[src/rtl/muldiv_pkg.sv]
// Shared types for the EX-stage RV32M multiply/divide unit.
package muldiv_pkg;

    localparam int MD_XLEN  = 32;
    localparam int MD_CNT_W = $clog2(MD_XLEN);

    typedef enum logic [2:0] {
        MUL    = 3'd0,
        MULH   = 3'd1,
        MULHSU = 3'd2,
        MULHU  = 3'd3,
        DIV    = 3'd4,
        DIVU   = 3'd5,
        REM    = 3'd6,
        REMU   = 3'd7
    } md_op_e;

    typedef enum logic [1:0] {
        IDLE = 2'd0,
        BUSY = 2'd1,
        DONE = 2'd2
    } md_state_e;

endpackage

[src/rtl/ex_muldiv_unit_if.sv]
// Handshake between the ID/EX pipeline registers and the multiply/divide unit.
interface ex_muldiv_unit_if #(parameter int XLEN = 32);

    logic            start;
    logic [2:0]      funct3;
    logic [XLEN-1:0] rs1_data;
    logic [XLEN-1:0] rs2_data;
    logic            flush;
    logic            stall;
    logic            done;
    logic [XLEN-1:0] result;

    modport master (
        output start, funct3, rs1_data, rs2_data, flush,
        input  stall, done, result
    );

    modport slave (
        input  start, funct3, rs1_data, rs2_data, flush,
        output stall, done, result
    );

endinterface

[src/rtl/ex_muldiv_unit_step.sv]
// One iteration of the datapath: shift-add for multiply, restoring subtract for divide.
module md_step #(parameter int XLEN = 32) (
    input  logic            is_div,
    input  logic [XLEN:0]   acc,
    input  logic [XLEN-1:0] lo,
    input  logic [XLEN-1:0] opnd,
    output logic [XLEN:0]   acc_next,
    output logic [XLEN-1:0] lo_next
);

    logic [XLEN-1:0] addend;
    logic [XLEN:0]   add_sum;
    logic [XLEN:0]   shifted;
    logic [XLEN+1:0] diff;

    // Multiply keeps acc below 2^XLEN, so add_sum never overflows its XLEN+1 bits.
    always_comb begin
        addend   = lo[0] ? opnd : '0;
        add_sum  = acc + {1'b0, addend};
        shifted  = {acc[XLEN-1:0], lo[XLEN-1]};
        diff     = {1'b0, shifted} - {2'b00, opnd};
        acc_next = {1'b0, add_sum[XLEN:1]};
        lo_next  = {add_sum[0], lo[XLEN-1:1]};
        if (is_div) begin
            if (diff[XLEN+1]) begin
                acc_next = shifted;
                lo_next  = {lo[XLEN-2:0], 1'b0};
            end else begin
                acc_next = diff[XLEN:0];
                lo_next  = {lo[XLEN-2:0], 1'b1};
            end
        end
    end

endmodule

[src/rtl/ex_muldiv_unit.sv]
// Iterative RV32M multiply/divide unit for the EX stage; stalls the front end until the result is ready.
// Define FAST_MUL_EN to replace the iterative multiply with a single-cycle multiplier.
module ex_muldiv_unit
    import muldiv_pkg::*;
#(
    parameter int XLEN = MD_XLEN
) (
    input  logic          clk,
    input  logic          rst,
    ex_muldiv_unit_if.slave md
);

    md_state_e         state;
    md_op_e            op;
    logic [MD_CNT_W-1:0] counter;
    logic              sign_a;
    logic              sign_b;
    logic [XLEN-1:0]   opnd;
    logic [XLEN:0]     acc;
    logic [XLEN-1:0]   lo;
    logic              done_q;
    logic [XLEN-1:0]   result_q;

    md_op_e            op_in;
    logic              in_is_div;
    logic              in_sign_a;
    logic              in_sign_b;
    logic [XLEN-1:0]   in_mag_a;
    logic [XLEN-1:0]   in_mag_b;
    logic              div_by_zero;
    logic              div_ovf;
    logic              special_div;
    logic [XLEN-1:0]   special_result;

    logic [XLEN:0]     step_acc;
    logic [XLEN-1:0]   step_lo;
    logic [2*XLEN-1:0] prod_mag;
    logic [2*XLEN-1:0] prod_signed;
    logic [XLEN-1:0]   quot_signed;
    logic [XLEN-1:0]   rem_signed;
    logic [XLEN-1:0]   final_result;

    assign op_in       = md_op_e'(md.funct3);
    assign in_is_div   = md.funct3[2];
    assign in_sign_a   = md.rs1_data[XLEN-1] &
                         ((op_in == MULH) | (op_in == MULHSU) | (op_in == DIV) | (op_in == REM));
    assign in_sign_b   = md.rs2_data[XLEN-1] &
                         ((op_in == MULH) | (op_in == DIV) | (op_in == REM));
    assign in_mag_a    = in_sign_a ? -md.rs1_data : md.rs1_data;
    assign in_mag_b    = in_sign_b ? -md.rs2_data : md.rs2_data;
    assign div_by_zero = (md.rs2_data == '0);
    assign div_ovf     = ((op_in == DIV) | (op_in == REM)) &
                         (md.rs1_data == {1'b1, {(XLEN-1){1'b0}}}) & (md.rs2_data == '1);
    assign special_div = in_is_div & (div_by_zero | div_ovf);

    always_comb begin
        special_result = '0;
        if (op_in == DIV || op_in == DIVU)
            special_result = div_by_zero ? '1 : {1'b1, {(XLEN-1){1'b0}}};
        else if (div_by_zero)
            special_result = md.rs1_data;
    end

`ifdef FAST_MUL_EN
    logic [2*XLEN-1:0] fast_mag;
    logic [2*XLEN-1:0] fast_prod;
    logic [XLEN-1:0]   fast_result;

    assign fast_mag    = {{XLEN{1'b0}}, in_mag_a} * {{XLEN{1'b0}}, in_mag_b};
    assign fast_prod   = (in_sign_a ^ in_sign_b) ? -fast_mag : fast_mag;
    assign fast_result = (op_in == MUL) ? fast_prod[XLEN-1:0] : fast_prod[2*XLEN-1:XLEN];
`endif

    md_step #(.XLEN(XLEN)) u_step (
        .is_div   (op[2]),
        .acc      (acc),
        .lo       (lo),
        .opnd     (opnd),
        .acc_next (step_acc),
        .lo_next  (step_lo)
    );

    // The final iteration's outputs feed the fix-up directly so the result registers on the counter==0 edge.
    assign prod_mag    = {step_acc[XLEN-1:0], step_lo};
    assign prod_signed = (sign_a ^ sign_b) ? -prod_mag : prod_mag;
    assign quot_signed = (sign_a ^ sign_b) ? -step_lo : step_lo;
    assign rem_signed  = sign_a ? -step_acc[XLEN-1:0] : step_acc[XLEN-1:0];

    always_comb begin
        case (op)
            MUL:                  final_result = prod_signed[XLEN-1:0];
            MULH, MULHSU, MULHU:  final_result = prod_signed[2*XLEN-1:XLEN];
            DIV, DIVU:            final_result = quot_signed;
            default:              final_result = rem_signed;
        endcase
    end

    always_ff @(posedge clk or posedge rst) begin
        if (rst) begin
            state    <= IDLE;
            op       <= MUL;
            counter  <= '0;
            sign_a   <= 1'b0;
            sign_b   <= 1'b0;
            opnd     <= '0;
            acc      <= '0;
            lo       <= '0;
            done_q   <= 1'b0;
            result_q <= '0;
        end else begin
            done_q <= 1'b0;
            if (md.flush) begin
                state <= IDLE;
            end else begin
                case (state)
                    IDLE: begin
                        if (md.start) begin
                            op     <= op_in;
                            sign_a <= in_sign_a;
                            sign_b <= in_sign_b;
                            opnd   <= in_is_div ? in_mag_b : in_mag_a;
                            lo     <= in_is_div ? in_mag_a : in_mag_b;
                            acc    <= '0;
                            if (special_div) begin
                                result_q <= special_result;
                                done_q   <= 1'b1;
                                state    <= DONE;
                            end
`ifdef FAST_MUL_EN
                            else if (!in_is_div) begin
                                result_q <= fast_result;
                                done_q   <= 1'b1;
                                state    <= DONE;
                            end
`endif
                            else begin
                                counter <= MD_CNT_W'(XLEN-1);
                                state   <= BUSY;
                            end
                        end
                    end
                    BUSY: begin
                        acc     <= step_acc;
                        lo      <= step_lo;
                        counter <= counter - MD_CNT_W'(1);
                        if (counter == '0) begin
                            result_q <= final_result;
                            done_q   <= 1'b1;
                            state    <= DONE;
                        end
                    end
                    DONE:    state <= IDLE;
                    default: state <= IDLE;
                endcase
            end
        end
    end

    assign md.stall  = ((state == IDLE) & md.start & ~md.flush) | (state == BUSY);
    assign md.done   = done_q;
    assign md.result = result_q;

endmodule

[src/flat_wrapper.sv]
// flat-port wrapper written by rule: the top's interface ports become plain ports
module ex_muldiv_unit_flat import muldiv_pkg::*;
#(
    parameter int XLEN = MD_XLEN
)
  (clk, rst, md_start, md_funct3, md_rs1_data, md_rs2_data, md_flush, md_stall, md_done, md_result);
  ex_muldiv_unit_if #(.XLEN(XLEN)) md_i ();
  input  logic clk;
  input  logic rst;
  input wire logic [$bits(md_i.start)-1:0] md_start;
  input wire logic [$bits(md_i.funct3)-1:0] md_funct3;
  input wire logic [$bits(md_i.rs1_data)-1:0] md_rs1_data;
  input wire logic [$bits(md_i.rs2_data)-1:0] md_rs2_data;
  input wire logic [$bits(md_i.flush)-1:0] md_flush;
  output wire logic [$bits(md_i.stall)-1:0] md_stall;
  output wire logic [$bits(md_i.done)-1:0] md_done;
  output wire logic [$bits(md_i.result)-1:0] md_result;
  assign md_i.start = md_start;
  assign md_i.funct3 = md_funct3;
  assign md_i.rs1_data = md_rs1_data;
  assign md_i.rs2_data = md_rs2_data;
  assign md_i.flush = md_flush;
  assign md_stall = md_i.stall;
  assign md_done = md_i.done;
  assign md_result = md_i.result;
  ex_muldiv_unit #(.XLEN(XLEN)) u_core (.clk(clk), .rst(rst), .md(md_i));
endmodule
[config.mk]
export PLATFORM = sky130hd
export DESIGN_NAME = ex_muldiv_unit_flat
export DESIGN_NICKNAME = d
export VERILOG_FILES = /design/src/rtl/muldiv_pkg.sv /design/src/rtl/ex_muldiv_unit_if.sv /design/src/rtl/ex_muldiv_unit_step.sv /design/src/rtl/ex_muldiv_unit.sv /design/src/flat_wrapper.sv
export SDC_FILE = /design/constraint.sdc
export NUM_CORES = 1
export LEC_CHECK = 0
export CAP_MARGIN = 15
export CELL_PAD_IN_SITES_DETAIL_PLACEMENT = 0
export CELL_PAD_IN_SITES_GLOBAL_PLACEMENT = 1
export CORE_UTILIZATION = 30
export CTS_CLUSTER_SIZE = 8
export DETAILED_ROUTE_END_ITERATION = 10
export PLACE_DENSITY_LB_ADDON = 0.1
export SYNTH_ARGS = -nofsm -noshare
export SYNTH_HDL_FRONTEND = slang
export SYNTH_HIERARCHICAL = 1
export SYNTH_SLANG_ARGS = --single-unit
[constraint.sdc]
create_clock -name clk -period 10.3 [get_ports clk]
set_input_delay 1.545 -clock clk [delete_from_list [all_inputs] [get_ports clk]]
set_output_delay 1.545 -clock clk [all_outputs]
set_load 0.02 [all_outputs]
Word level (Yosys, flattened, before mapping):

Cells that the tools add are included.

* equal/unequal tests: 19
* add/sub/neg operators: 8
* muxes and demuxes: 37
* bitwise logic cells: 17
* reduce and logical (&&, ||, !) cells: 13

Operator list (count)
* 2-to-1 mux 32 bit: 14
* negation 32 bit: 4
* one-hot mux 32 bit (2 select lines): 2
* 2-to-1 mux 33 bit: 3
* one-hot mux 32 bit (3 select lines): 1
* one-hot mux 33 bit (2 select lines): 1
* equality test 32 bit, second input constant: 2
* 2-to-1 mux 64 bit: 1
* negation 64 bit: 1
* subtractor 33 x 32 -> 34 bit: 1
* adder 33 x 32 -> 33 bit: 1
* zero test 32 bit: 1
* 2-to-1 mux 31 bit: 1
* equality test 3 bit, second input constant: 5
* 2-to-1 mux 5 bit: 2
* one-hot mux 5 bit (2 select lines): 1
* equality test 3 x 2 -> 1 bit, second input constant: 3
* 2-to-1 mux 2 bit: 4
* bitwise OR 1 bit: 8
* bitwise AND 1 bit: 7
* equality test 3 x 1 -> 1 bit, second input constant: 2
* AND reduction 3 bit: 2
* zero test 5 bit: 1
* 2-to-1 mux 1 bit: 5
* other kinds (19): 21

* bits in registers: 142
* logic and storage cells: 104
* input port bits: 71

Depth between registers and ports, before layout:

* depth after elaboration: 10
* mapped depth: 24

Cells and area by module:

The synthesis kept the hierarchy.

Modules (own cells, without submodules)
* ex_muldiv_unit: area each 11055.6 µm², cells an instance 1420, instances 1
* md_step: area each 4618.2 µm², cells an instance 680, instances 1

Least setup slack after synthesis:

No wires, ideal clock.

* path kind: register to register
* from: register u_core.lo[0]
* to: register u_core.result_q[26], in the netlist u_core/md.result[26]
* cell stages (with the launch flop): 22
* clock period less this slack: 4.780 ns
* data arrival time: 4.645 ns
* setup slack: 5.520 ns
* cells stage by stage: dfrtp_1 > clkbuf_1 > and2_1 > ha_1 > fa_1 > a211oi_1 > o21ai_0 > a21boi_0 > o21ai_0 > a21oi_1 > o21ai_0 > xor2_1 > nor2_1 > a31oi_1 > clkbuf_1 > nor4_2 > nand2_1 > or4_1 > a21oi_1 > a31oi_1 > o41ai_1 > a31oi_1

* cells in the longest elaborated chain, start to end: 8
* elaborated cells between the ends (all ways): 13

Ends and longest elaborated chain
* start: declaration: line ex_muldiv_unit.sv:20 `logic [XLEN-1:0] lo;`
* start signal: assignment: line ex_muldiv_unit.sv:122 `lo <= in_is_div ? in_mag_a : in_mag_b;`
* start signal: assignment: line ex_muldiv_unit.sv:144 `lo <= step_lo;`
* 2-to-1 mux 32 bit *: line ex_muldiv_unit_step.sv:18 `addend = lo[0] ? opnd : '0;`
* adder 33 x 32 -> 33 bit *: line ex_muldiv_unit_step.sv:19 `add_sum = acc + {1'b0, addend};`
* 2-to-1 mux 33 bit *: line ex_muldiv_unit_step.sv:24 `if (is_div) begin`
* via u_core.step_acc[17]: line ex_muldiv_unit.sv:35 `logic [XLEN:0] step_acc;`
* negation 64 bit / negation 32 bit (equally long branches): line ex_muldiv_unit.sv:85, ex_muldiv_unit.sv:87
* 2-to-1 mux 64 bit / 2-to-1 mux 32 bit (equally long branches): line ex_muldiv_unit.sv:85, ex_muldiv_unit.sv:87
* one-hot mux 32 bit (3 select lines) *: line ex_muldiv_unit.sv:90 `case (op)`
* 2-to-1 mux 32 bit *: line ex_muldiv_unit.sv:146 `if (counter == '0) begin`
* one-hot mux 32 bit (2 select lines) *: line ex_muldiv_unit.sv:115 `case (state)`
* end signal: assignment: line ex_muldiv_unit.sv:125 `result_q <= special_result;`
* end signal: assignment: line ex_muldiv_unit.sv:147 `result_q <= final_result;`
* end: declaration: line ex_muldiv_unit.sv:22 `logic [XLEN-1:0] result_q;`

The timed path passes the listed nets; every way through them passes the cells marked *. The select of a mux whose other input is x is not followed.
A chain may end at the register's enable or synchronous reset.

Final worst setup path:

* from: register u_core.opnd[1]
* to: register u_core.result_q[26], in the netlist u_core/md.result[26]

* cells in the longest elaborated chain, start to end: 8
* elaborated cells between the ends (all ways): 16

Ends and longest elaborated chain
* start: declaration: line ex_muldiv_unit.sv:18 `logic [XLEN-1:0] opnd;`
* start signal: assignment: line ex_muldiv_unit.sv:121 `opnd <= in_is_div ? in_mag_b : in_mag_a;`
* 2-to-1 mux 32 bit / subtractor 33 x 32 -> 34 bit (equally long branches): line ex_muldiv_unit_step.sv:18, ex_muldiv_unit_step.sv:21
* adder 33 x 32 -> 33 bit / 2-to-1 mux 33 bit (equally long branches): line ex_muldiv_unit_step.sv:19, ex_muldiv_unit_step.sv:25
* 2-to-1 mux 33 bit *: line ex_muldiv_unit_step.sv:24
* via u_core.step_acc[0]: line ex_muldiv_unit.sv:35
* negation 64 bit / negation 32 bit (equally long branches): line ex_muldiv_unit.sv:85, ex_muldiv_unit.sv:87
* 2-to-1 mux 64 bit / 2-to-1 mux 32 bit (equally long branches): line ex_muldiv_unit.sv:85, ex_muldiv_unit.sv:87
* one-hot mux 32 bit (3 select lines) *: line ex_muldiv_unit.sv:90
* 2-to-1 mux 32 bit *: line ex_muldiv_unit.sv:146
* one-hot mux 32 bit (2 select lines) *: line ex_muldiv_unit.sv:115

Marked as above.

==> qor.yml <==
status:
  status: "finished clean"
critical_path:
  reg2reg_to: "u_core/md.result[26]"
  endpoint_kind: "flop"
  reg2reg_slack_ns: 3.78
  path_max_fanout: 15
  cp.required_ns: 10.64
  timing.rr.start: "u_core/opnd[1]"
  critPathArrivalTime_ns: 6.87
  cp-start-kind: "flop"
  critPathKind: "reg -> reg"
  reg2reg_depth: 20
timing:
  rsz0062_at_grt: "no"
  max_freq_mhz: 153
  relSlewSlack: 0.253
  slew_violations: 0
  setup_tns_ns: 0
  setup_viol: 0
  tightestPinTransition_ns: 1.11
  min_period_ns: 6.52
  timing.final.crit_share: 0.633
  finClkSkew_ns: 0.0180
  hold_viol: 0
cts:
  clock-sinks: 142
  path_clk_slew_ns: 0.08
  numCtsBuffers: 17
  cts_hold_buffers: 0
  cts_resized: 0
  clk_latency_ns: 0.51
  tritoncts: "yes"
  htree_levels: 4
  clk_path_buf_depth: 2
  cts_root_buf: "clkbuf_16"
  cts_setup_buffers: 0
route:
  drtPass1Iterations: 7
  drtIter0Drc: 1716
  routed_via_density: 5.91
  ant_nets: 0
  routed_wl_microns: 73300
  drc: 0
  vias: 16700
  routedWlPerCell_microns: 26.0
finish:
  area_growth_pct: 14.7
  nFillCells: 5652
  drive_gt1_frac: 0.0827
  final_nets: 2272
  multi_input_area_sq_um: 11300
  num_antenna_cells: 0
  design_area_sq_um: 18000
  seq_area_sq_um: 3550
power:
  power_density_nw_per_um2: 395
  ir_drop_uv: 195
  p_leak_nw: 7.15
placement:
  numPortBuffers: 104
  place_area_sq_um: 17400
  dpl.hpwl_microns: 56800
  finalWeightedCongestion: 0.916
yosys:
  synthFlopType: "dfrtp_1"
  yosysMostFrequentCell: "nand2_1"
  synth_common_cells: "nand2_1 (212), nor2_1 (194), a21oi_1 (165)"
  syn_area_sq_um: 15700
  yosysTopAreaCell: "dfrtp_1"
  synth_edf_count: 0
  syn_avg_cell_area_sq_um: 7.46
  synth.net_count: 2244
  synth_cell_types: 98
  syn_inst: 2100
  ys_ff_latch: 142
  synthTopCellsByArea: "dfrtp_1 (23%), ha_1 (5.7%), a21oi_1 (5.3%)"
  synthArstFlopShare: 1.00
  synth_top_area_share: 0.227
  ys_seq_area_frac: 0.227
  yosysWarnings: 6
global_routing:
  track_usage: 0.276
  gr-total-overflow: 0
  antenna_found_initial: 4
  grt_pass1_vias: 15700
  grt_first_pass_wirelength_microns: 108000
  grt_max_degree: 86
hold_path:
  holdPathStages: 2
  hp-class: "reg -> reg"
  hp-start: "u_core/md.result[19]"
  whs_endpoint: "u_core/md.result[19]"
die:
  core_sq_um: 51500
  die_y_microns: 231
  dieArea_sq_um: 53200
  start_util: 0.304
  rows: 83
  ioPinCount: 105
  die_width_microns: 231
job:
  drv_cap: 0
[kinds of logic (layout without fill, tap and decap cells)]
family | count (synthesis) | count (layout) | share of synthesized area
and+or+nand+nor | 748 | 748 | 0.237
buffers and inverters | 224 | 265 | 0.0571
DFF | 142 | 142 | 0.227
muxes | 56 | 56 | 0.0387
xor gates and xnor gates | 168 | 168 | 0.0939
AOI/OAI and AO/OA | 689 | 689 | 0.287
adders and majority gates | 73 | 73 | 0.0592
[state kept, by name, indices dropped and copies added (netlist names), 2 cells and up]
| name | count |
|---|---|
| u_core/acc | 33 |
| u_core/lo | 32 |
| u_core/md.result | 32 |
| u_core/opnd | 32 |
| u_core/counter | 5 |
| u_core/op | 3 |
| u_core/state | 2 |
[layer usage]
layer  GRT usage  up-vias  wire length (microns)
met5           0        -                      0
met1       0.379     8197                  33600
met4      0.0834        0                   1850
li1            -     7786                      -
met2       0.443      619                  33700
met3      0.0426       83                   4080
[worst max-delay path, cell delays in order (launching register included)]
cell and delay (ns):
dfrtp_1 0.42, inv_1 0.07, ha_1 0.28, nor2b_1 0.14
o2111ai_1 0.30, a21o_1 0.34, a211oi_2 0.15, o311ai_2 0.35
and2_1 0.53, buf_4 0.38, o21ai_0 0.12, mux2_2 0.33
inv_1 0.13, ha_1 0.26, nor4b_1 0.35, nand3_1 0.48
or4_1 0.71, a21oi_1 0.15, a31oi_1 0.07, o41ai_1 0.64
a31oi_1 0.15
[stage by stage]
stage | instances | hold WS (ns) | utilization | power [mW] | worst slack [ns]
finish | 2821 | 0.489 | 0.349 | 7.10 | 3.78
global route | 2821 | 0.531 | 0.349 | 7.57 | 3.21
CTS | 2820 | 0.495 | 0.348 | 7.03 | 3.83
detailed placement | 2788 | 0.478 | 0.337 | 6.33 | 3.89
global placement | 2788 | 0.473 | 0.337 | 6.37 | 4.02
floorplan | 2100 | 0.455 | - | 4.50 | 4.95
[placed cells by master, fill, tap and decap left out, drive strengths merged, types with 73 or more instances in the layout]
cell type	n
a21oi	170
dfrtp	142
clkdlybuf4s50	103
nor3	73
o21ai	165
nor2	195
xnor2	82
nand2	213
xor2	86
inv	86
[worst max-delay path by stage]
stage / startpoint / to / slack (ns) / depth (start not counted)
2_1_floorplan: rst / u_core/acc[0] / 4.95 / 1
3_3_place_gp: u_core/opnd[1] / u_core/md.result[26] / 4.02 / 20
3_5_place_dp: u_core/opnd[1] / u_core/md.result[26] / 3.89 / 20
4_1_cts: u_core/opnd[1] / u_core/md.result[26] / 3.83 / 20
5_1_grt: u_core/acc[15] / u_core/md.result[26] / 3.21 / 19
6_report: u_core/opnd[1] / u_core/md.result[26] / 3.78 / 20
[power breakdown]
group | switching [mW] | internal (mW) | total (mW)
sequential | 0.282 | 0.798 | 1.08
combinational | 3.53 | 1.85 | 5.38
clock | 0.318 | 0.322 | 0.639
total | 4.13 | 2.97 | 7.10
[area by class of cell]
class	count	share of cell area
Tap cell	680	0.0473
Inverter	80	0.0170
Sequential cell	142	0.198
Timing Repair Buffer	153	0.0792
Clock inverter	14	0.00696
Multi-Input combinational cell	1734	0.627
Clock buffer	18	0.0244
(Power assumes the default switching activity.)
